--- src/rtl/divisor_iterativo.sv ---
// rtl/divisor_iterativo.sv - sequential restoring divider, one quotient bit per clock
//
// Purpose:
//   Multi-cycle divider with an init/busy/done handshake. Operands are captured
//   on the accepted init edge, the unsigned core runs for WIDTH cycles on the
//   operand magnitudes and the signed results are registered when entering DONE.
//   Divide-by-zero skips the core entirely.
//
// Ports:
//   clk       rising-edge clock
//   rst       asynchronous reset, active-high
//   init      start request, only honoured in IDLE
//   A, B      dividend / divisor, captured on the accepted init edge
//   busy      high while the core iterates (state CALC)
//   done      one-cycle pulse when results become valid
//   cociente  quotient, held until the next DONE entry
//   residuo   remainder, held until the next DONE entry
//   div_cero  last accepted operation had B == 0
//   desborde  signed overflow (-2^(WIDTH-1) / -1); always 0 when SIGNED = 0

module divisor_iterativo #(
  parameter int WIDTH  = 8,
  parameter bit SIGNED = 1'b0
) (
  input  logic             clk,
  input  logic             rst,
  input  logic             init,
  input  logic [WIDTH-1:0] A,
  input  logic [WIDTH-1:0] B,
  output logic             busy,
  output logic             done,
  output logic [WIDTH-1:0] cociente,
  output logic [WIDTH-1:0] residuo,
  output logic             div_cero,
  output logic             desborde
);

  localparam int CW = $clog2(WIDTH + 1);

  typedef enum logic [1:0] {IDLE, CALC, DONE} state_t;

  state_t           state_q, state_d;
  logic [CW-1:0]    count_q, count_d;
  logic [WIDTH-1:0] rem_q, rem_d;
  logic [WIDTH-1:0] quo_q, quo_d;
  logic [WIDTH-1:0] dvs_q, dvs_d;
  logic             neg_q_q, neg_q_d;   // quotient must be negated at the end
  logic             neg_r_q, neg_r_d;   // remainder must be negated at the end
  logic             ovf_q, ovf_d;
  logic             busy_q, busy_d;
  logic             done_q, done_d;
  logic [WIDTH-1:0] cociente_q, cociente_d;
  logic [WIDTH-1:0] residuo_q, residuo_d;
  logic             div_cero_q, div_cero_d;
  logic             desborde_q, desborde_d;

  logic             a_neg, b_neg;
  logic [WIDTH-1:0] a_mag, b_mag;
  logic [WIDTH:0]   shifted;
  logic             fits;
  logic [WIDTH-1:0] rem_step, quo_step;
  logic [WIDTH-1:0] q_final, r_final;

  always_comb begin
    // Magnitudes: -2^(WIDTH-1) maps onto itself, which reads correctly as an
    // unsigned magnitude, so the overflow case needs no special datapath.
    a_neg = SIGNED & A[WIDTH-1];
    b_neg = SIGNED & B[WIDTH-1];
    a_mag = a_neg ? -A : A;
    b_mag = b_neg ? -B : B;

    // One restoring step. The trial value is WIDTH+1 bits wide so the bit
    // shifted out of the remainder takes part in the comparison.
    shifted  = {rem_q, quo_q[WIDTH-1]};
    fits     = shifted >= {1'b0, dvs_q};
    rem_step = fits ? WIDTH'(shifted - {1'b0, dvs_q}) : shifted[WIDTH-1:0];
    quo_step = {quo_q[WIDTH-2:0], fits};
    q_final  = neg_q_q ? -quo_step : quo_step;
    r_final  = neg_r_q ? -rem_step : rem_step;

    state_d    = state_q;
    count_d    = count_q;
    rem_d      = rem_q;
    quo_d      = quo_q;
    dvs_d      = dvs_q;
    neg_q_d    = neg_q_q;
    neg_r_d    = neg_r_q;
    ovf_d      = ovf_q;
    busy_d     = busy_q;
    done_d     = 1'b0;
    cociente_d = cociente_q;
    residuo_d  = residuo_q;
    div_cero_d = div_cero_q;
    desborde_d = desborde_q;

    case (state_q)
      IDLE: begin
        if (init) begin
          neg_q_d = a_neg ^ b_neg;
          neg_r_d = a_neg;
          ovf_d   = SIGNED & (A == {1'b1, {(WIDTH-1){1'b0}}}) & (&B);
          if (B == '0) begin
            state_d    = DONE;
            done_d     = 1'b1;
            cociente_d = '1;
            residuo_d  = A;
            div_cero_d = 1'b1;
            desborde_d = 1'b0;
          end else begin
            state_d = CALC;
            busy_d  = 1'b1;
            count_d = CW'(WIDTH);
            rem_d   = '0;
            quo_d   = a_mag;
            dvs_d   = b_mag;
          end
        end
      end
      CALC: begin
        rem_d   = rem_step;
        quo_d   = quo_step;
        count_d = count_q - CW'(1);
        if (count_q == CW'(1)) begin
          state_d    = DONE;
          busy_d     = 1'b0;
          done_d     = 1'b1;
          cociente_d = q_final;
          residuo_d  = r_final;
          div_cero_d = 1'b0;
          desborde_d = ovf_q;
        end
      end
      DONE: begin
        state_d = IDLE;
      end
      default: begin
        state_d = IDLE;
        busy_d  = 1'b0;
      end
    endcase
  end

  always_ff @(posedge clk or posedge rst) begin
    if (rst) begin
      state_q    <= IDLE;
      count_q    <= '0;
      rem_q      <= '0;
      quo_q      <= '0;
      dvs_q      <= '0;
      neg_q_q    <= 1'b0;
      neg_r_q    <= 1'b0;
      ovf_q      <= 1'b0;
      busy_q     <= 1'b0;
      done_q     <= 1'b0;
      cociente_q <= '0;
      residuo_q  <= '0;
      div_cero_q <= 1'b0;
      desborde_q <= 1'b0;
    end else begin
      state_q    <= state_d;
      count_q    <= count_d;
      rem_q      <= rem_d;
      quo_q      <= quo_d;
      dvs_q      <= dvs_d;
      neg_q_q    <= neg_q_d;
      neg_r_q    <= neg_r_d;
      ovf_q      <= ovf_d;
      busy_q     <= busy_d;
      done_q     <= done_d;
      cociente_q <= cociente_d;
      residuo_q  <= residuo_d;
      div_cero_q <= div_cero_d;
      desborde_q <= desborde_d;
    end
  end

  assign busy     = busy_q;
  assign done     = done_q;
  assign cociente = cociente_q;
  assign residuo  = residuo_q;
  assign div_cero = div_cero_q;
  assign desborde = desborde_q;

endmodule
--- config.mk ---
export PLATFORM = sky130hd
export DESIGN_NAME = divisor_iterativo
export DESIGN_NICKNAME = d
export VERILOG_FILES = /design/src/rtl/divisor_iterativo.sv
export SDC_FILE = /design/constraint.sdc
export NUM_CORES = 1
export LEC_CHECK = 0
export CAP_MARGIN = 10
export CORE_MARGIN = 5
export CORE_UTILIZATION = 35
export CTS_CLUSTER_SIZE = 16
export DETAILED_ROUTE_END_ITERATION = 16
export GPL_TIMING_DRIVEN = 1
export PLACE_DENSITY = 0.63
export SLEW_MARGIN = 30
export SYNTH_ARGS = -nofsm -noshare
export SYNTH_HDL_FRONTEND = slang
export SYNTH_SLANG_ARGS = --single-unit
--- constraint.sdc ---
create_clock -name clk -period 2.2 [get_ports clk]
set_input_delay 0.44 -clock clk [delete_from_list [all_inputs] [get_ports clk]]
set_output_delay 0.44 -clock clk [all_outputs]
set_load 0.02 [all_outputs]
# == Word-level counts from Yosys, hierarchy flattened ==
# Cells that the tools add are included.
# word_totals
input_bits,19
wordCells,67
regBits,50
output_inout_bits,20
# op_classes
magnitude_cmp,1
n_eq_ne,7
bitwise,2
mux,36
n_reduce_logical,8
n_addsub,2
# ops
operator,n
8-bit 2-to-1 mux,11
8-bit case mux with 2 select lines,4
1-bit 2-to-1 mux,10
9-bit by 8-bit greater-or-equal comparator with 1-bit output,1
8-bit logical NOT,1
4-bit 2-to-1 mux,2
2-bit inequality test (second input constant),4
4-bit case mux with 2 select lines,1
4-bit AND reduction,2
8-bit subtractor,1
2-bit 2-to-1 mux,3
1-bit case mux with 2 select lines,3
3-bit AND reduction,2
4-bit by 1-bit == test with 1-bit output (second input constant),1
2-bit case mux with 2 select lines,1
4-bit by 1-bit subtractor with 4-bit output (second input constant),1
1-bit case mux with 3 select lines,1
2-bit by 1-bit == test with 1-bit output (second input constant),1
2-bit == test (second input constant),1
2-bit logical NOT,1
1-bit inverter,2
2-bit AND reduction,1
2-bit nonzero test,1

# == Logic depth before layout (Yosys ltp) ==
# depth
ltp_word,4
depth_mapped,9
depth_no_buf,9

# == Worst setup path before layout ==
# No wires, ideal clock.
# synth_path
path_kind,reg-to-reg
start,register rem_q[2]
end,"register residuo_q[2], in the netlist residuo[2]"
t_arrival_ps,1894
setup_ps,138
required_time_ps,2062
synth_period_minus_slack_ps,2032
path_stages_with_launch,9
n_path_buf,1
path_slack_ps,168
path_cell_list,dfrtp_1 -> ha_1 -> a21o_1 -> a21oi_2 -> a31oi_1 -> nor4_4 -> buf_6 -> mux2i_1 -> o211ai_1
# synth_via
elab_chain_cells,4
# synth_lines
element,line,text
from (decl),44,"logic [WIDTH-1:0] rem_q, rem_d;"
from (signal assigned),162,rem_q <= rem_d;
9-bit by 8-bit greater-or-equal comparator with 1-bit output,75,"fits = shifted >= {1'b0, dvs_q};"
8-bit 2-to-1 mux,76,"rem_step = fits ? WIDTH'(shifted - {1'b0, dvs_q}) : shifted[WIDTH-1:0];"
8-bit 2-to-1 mux,123,if (count_q == CW'(1)) begin
8-bit case mux with 2 select lines,96,case (state_q)
to (signal assigned),171,residuo_q <= residuo_d;
to (decl),53,"logic [WIDTH-1:0] residuo_q, residuo_d;"
# Every way passes these cells. The select of a mux whose other input is x is not followed.
# A chain may end at the register's enable or synchronous reset.

# == Final worst setup path ==
# layout_path
start,register dvs_q[0]
end,"register residuo_q[6], in the netlist residuo[6]"
# layout_via
elab_chain_cells,4
word_cells_on_any_way,5
classes_between,add/sub (1); order compare (1); mux (3)
# layout_lines
element,line,text
from (decl),46,"logic [WIDTH-1:0] dvs_q, dvs_d;"
from (signal assigned),164,dvs_q <= dvs_d;
8-bit subtractor or 9-bit by 8-bit greater-or-equal comparator with 1-bit output (tied branches),"76, 75",
8-bit 2-to-1 mux *,76,
8-bit 2-to-1 mux *,123,
8-bit case mux with 2 select lines *,96,
# Mark *: on every way between the ends. The rest lies on a longest branch, timed or not. The select of a mux whose other input is x is not followed.

==> impl_metrics.json <==
{
  "die_w_microns": 94.87,
  "clockRootBuffer": "clkbuf_8",
  "pin_count": 39,
  "syn_area_per_cell_sq_um": 9.887,
  "cp.depth": 8,
  "crit_type": "reg2reg",
  "crit_arrival_ps": 2380,
  "cp_max_fo": 2,
  "cts_buffers": 5,
  "die_area_sq_um": 9000,
  "fin_ws_ps": -1.219,
  "min_path_type": "reg2reg",
  "cts_tree": "done",
  "detail-route-antenna-nets": 0,
  "yosys.area.top_type_share_pct": 48.64,
  "via_per_inst": 4.885,
  "finalMaxSlewViolations": 0,
  "yosysSeqAreaShare_pct": 48.64,
  "layout.nets": 349,
  "ctsHtreeMaxLevel": 2,
  "crit_buf_inv": 0,
  "synth_async_sr_flop_share_pct": 100.0,
  "grt_pass1_vias": 2148,
  "start_kind": "flip-flop",
  "cap_violations": 0,
  "ys_warn_count": 0,
  "cp_slowest_cell": "dfrtp_1",
  "fp.coreArea_sq_um": 7137,
  "synth_edf_count": 0,
  "die_y_microns": 94.87,
  "crit-reg2reg-capture": "residuo[6]",
  "fmax_mhz": 454.3,
  "synthCells": 255,
  "dr.pass1.iters": 4,
  "clock_latency_ps": 300,
  "clockBufferDepth": 2,
  "skew_ps": 6.129,
  "finalPower_mw": 5.903,
  "cp-end-kind": "flip-flop",
  "crit_path_end": "residuo[6]",
  "worstPathRequired_ps": 2380,
  "synth_area_sq_um": 2521,
  "antenna_found_initial": 0,
  "yosys.area.top_type": "dfrtp_1",
  "most-common-layout-cells": "dfrtp_1, clkdlybuf4s50_1, nand2_1, buf_4, o21ai_0",
  "clk_pin_slew_ps": 90,
  "ctsHoldBuffers": 0,
  "start_util_pct": 35.33,
  "final_cells": 419,
  "drive_gt1_share_pct": 19.69,
  "hpwlAfterDp_microns": 4475,
  "ys.flop_type": "dfrtp_1",
  "nFillCells": 708,
  "final_hold_viol_count": 0,
  "fin_crit_ps": 2201,
  "violations": "negative setup slack",
  "p_per_area_nw_per_um2": 1753,
  "routed_wirelength_microns": 6133,
  "vias": 2047,
  "syn_nets": 285,
  "gp_congestion": 0.8504,
  "slowest_delay_ps": 420,
  "clock_sinks": 49,
  "drt_iter0_markers": 63,
  "crit_family": "compound AO/OA/AOI/OAI gates",
  "p_leak_nw": 1.454,
  "ff2ff_path_depth": 8,
  "status": "finished with violations",
  "synth_area_leaders": "dfrtp_1, ha_1, mux2i_1",
  "final_common_cell": "dfrtp_1",
  "r2r-start": "dvs_q[0]",
  "core.rowCount": 31,
  "grt_max_degree": 50,
  "drc": 0,
  "wl_per_cell_microns": 14.64,
  "placed_cells": 403,
  "track_usage_pct": 14.54,
  "ys_types": 45,
  "finalSetupViolations": 1,
  "io_buffer_count": 37,
  "vdd_drop_max_uv": 710.4,
  "rsz0062_at_grt": "true",
  "crit_start": "dvs_q[0]",
  "n_antenna_cell": 0,
  "syn_to_final_growth_pct": 33.55,
  "grt_overflow_total": 0,
  "grt_pass1_wl_microns": 10210,
  "ys_ff_latch": 49,
  "reg2reg_slack_ps": -1,
  "path_cells": "ha_4, fa_2, nor2b_2, o31a_1, nor4_1, a311o_1, mux2i_2, a211oi_2",
  "finalCritPeriodShare_pct": 100.1
}
-- state kept, by name, indices dropped and copies added, names as in the netlist --
register / count
state_q: 2
dvs_q: 8
div_cero: 1
residuo: 8
done: 1
quo_q: 8
count_q: 4
rem_q: 8
cociente: 8
busy: 1
-- synthesized netlist by cell type, drive strengths merged (6+ instances only) --
cell    instances
o22a            7
nor4            6
buf             7
dfrtp          49
mux2i          12
o21ai          23
inv            16
clkbuf          6
nor2           13
nand3          10
a21oi          12
nand2          30
ha             10
-- worst register-to-register path, stage by stage, from the launching register on --
cell      delay [ps]
dfrtp_1          420
ha_4             180
fa_2             380
nor2b_2          150
o31a_1           180
nor4_1            50
a311o_1          350
mux2i_2          250
a211oi_2         110
-- what timing repair did --
| action | CTS | global route |
|---|---|---|
| setup buffers | 2 | 6 |
| pin swaps | 1 | 5 |
| endpoints found under the setup margin | 2 | 15 |
| gates resized for setup | 4 | 11 |
-- cell type report --
| cell class | instances | area, sq um | area share, % |
|---|---|---|---|
| inverters | 17 | 63.81 | 1.895 |
| well taps | 99 | 123.9 | 3.679 |
| repair buffers | 70 | 646.9 | 19.21 |
| clock buffers | 6 | 72.57 | 2.155 |
| multi-input cells | 176 | 1224 | 36.34 |
| clock inverters | 2 | 10.01 | 0.2973 |
| flip-flops and latches | 49 | 1226 | 36.42 |
-- worst min-delay path by stage --
stage                         from  cells after the start  endpoint  slack (ps)
after CTS                     busy                      1      busy         500
after floorplan           quo_q[0]                      2  quo_q[1]         460
after global placement        busy                      1      busy         470
final                         busy                      1      busy         490
after global routing           rst                      3      done         520
after detailed placement      busy                      1      busy         480
-- through the flow --
stage               setup slack (ps)  cell area, sq um  hold slack, ps  utilization (%)  TNS (ps)
finish                        -1.219              3367           486.2            47.18    -1.219
global route                  -111.6              3367           519.6            47.18    -527.6
CTS                            13.22              3262           496.1            45.70         0
detailed placement            -65.50              3156           475.1            44.21    -278.9
global placement              -42.82              3156           468.4            44.21    -129.3
floorplan                      167.8              2521           464.6                -         0
-- power by group --
part	leakage, nW	total, mW	internal [mW]	switching (mW)
clock	0.0450	0.506	0.221	0.285
sequential	0.584	1.66	1.35	0.311
combinational	0.825	3.74	1.85	1.89
total	1.45	5.90	3.42	2.48
-- cell families after synthesis --
logic type | after synthesis | share of synthesized area (%)
and+or+nand+nor | 78 | 15.78
AOI/OAI and AO/OA | 68 | 17.32
DFF | 49 | 48.64
buffers and inverters | 30 | 5.409
muxes | 13 | 5.211
adders and majority gates | 11 | 5.757
xor gates and xnor gates | 5 | 1.737
other | 1 | 0.1487
-- metal layers --
layer  up-vias  global-route usage (%)  share of wire, %
met5         -                       0                 0
met3         7                   3.187               2.8
li1       1020                       -                 -
met1       996                   19.44                45
met2        24                   23.61                51
met4         0                   4.327               1.1
(Power assumes the default switching activity.)
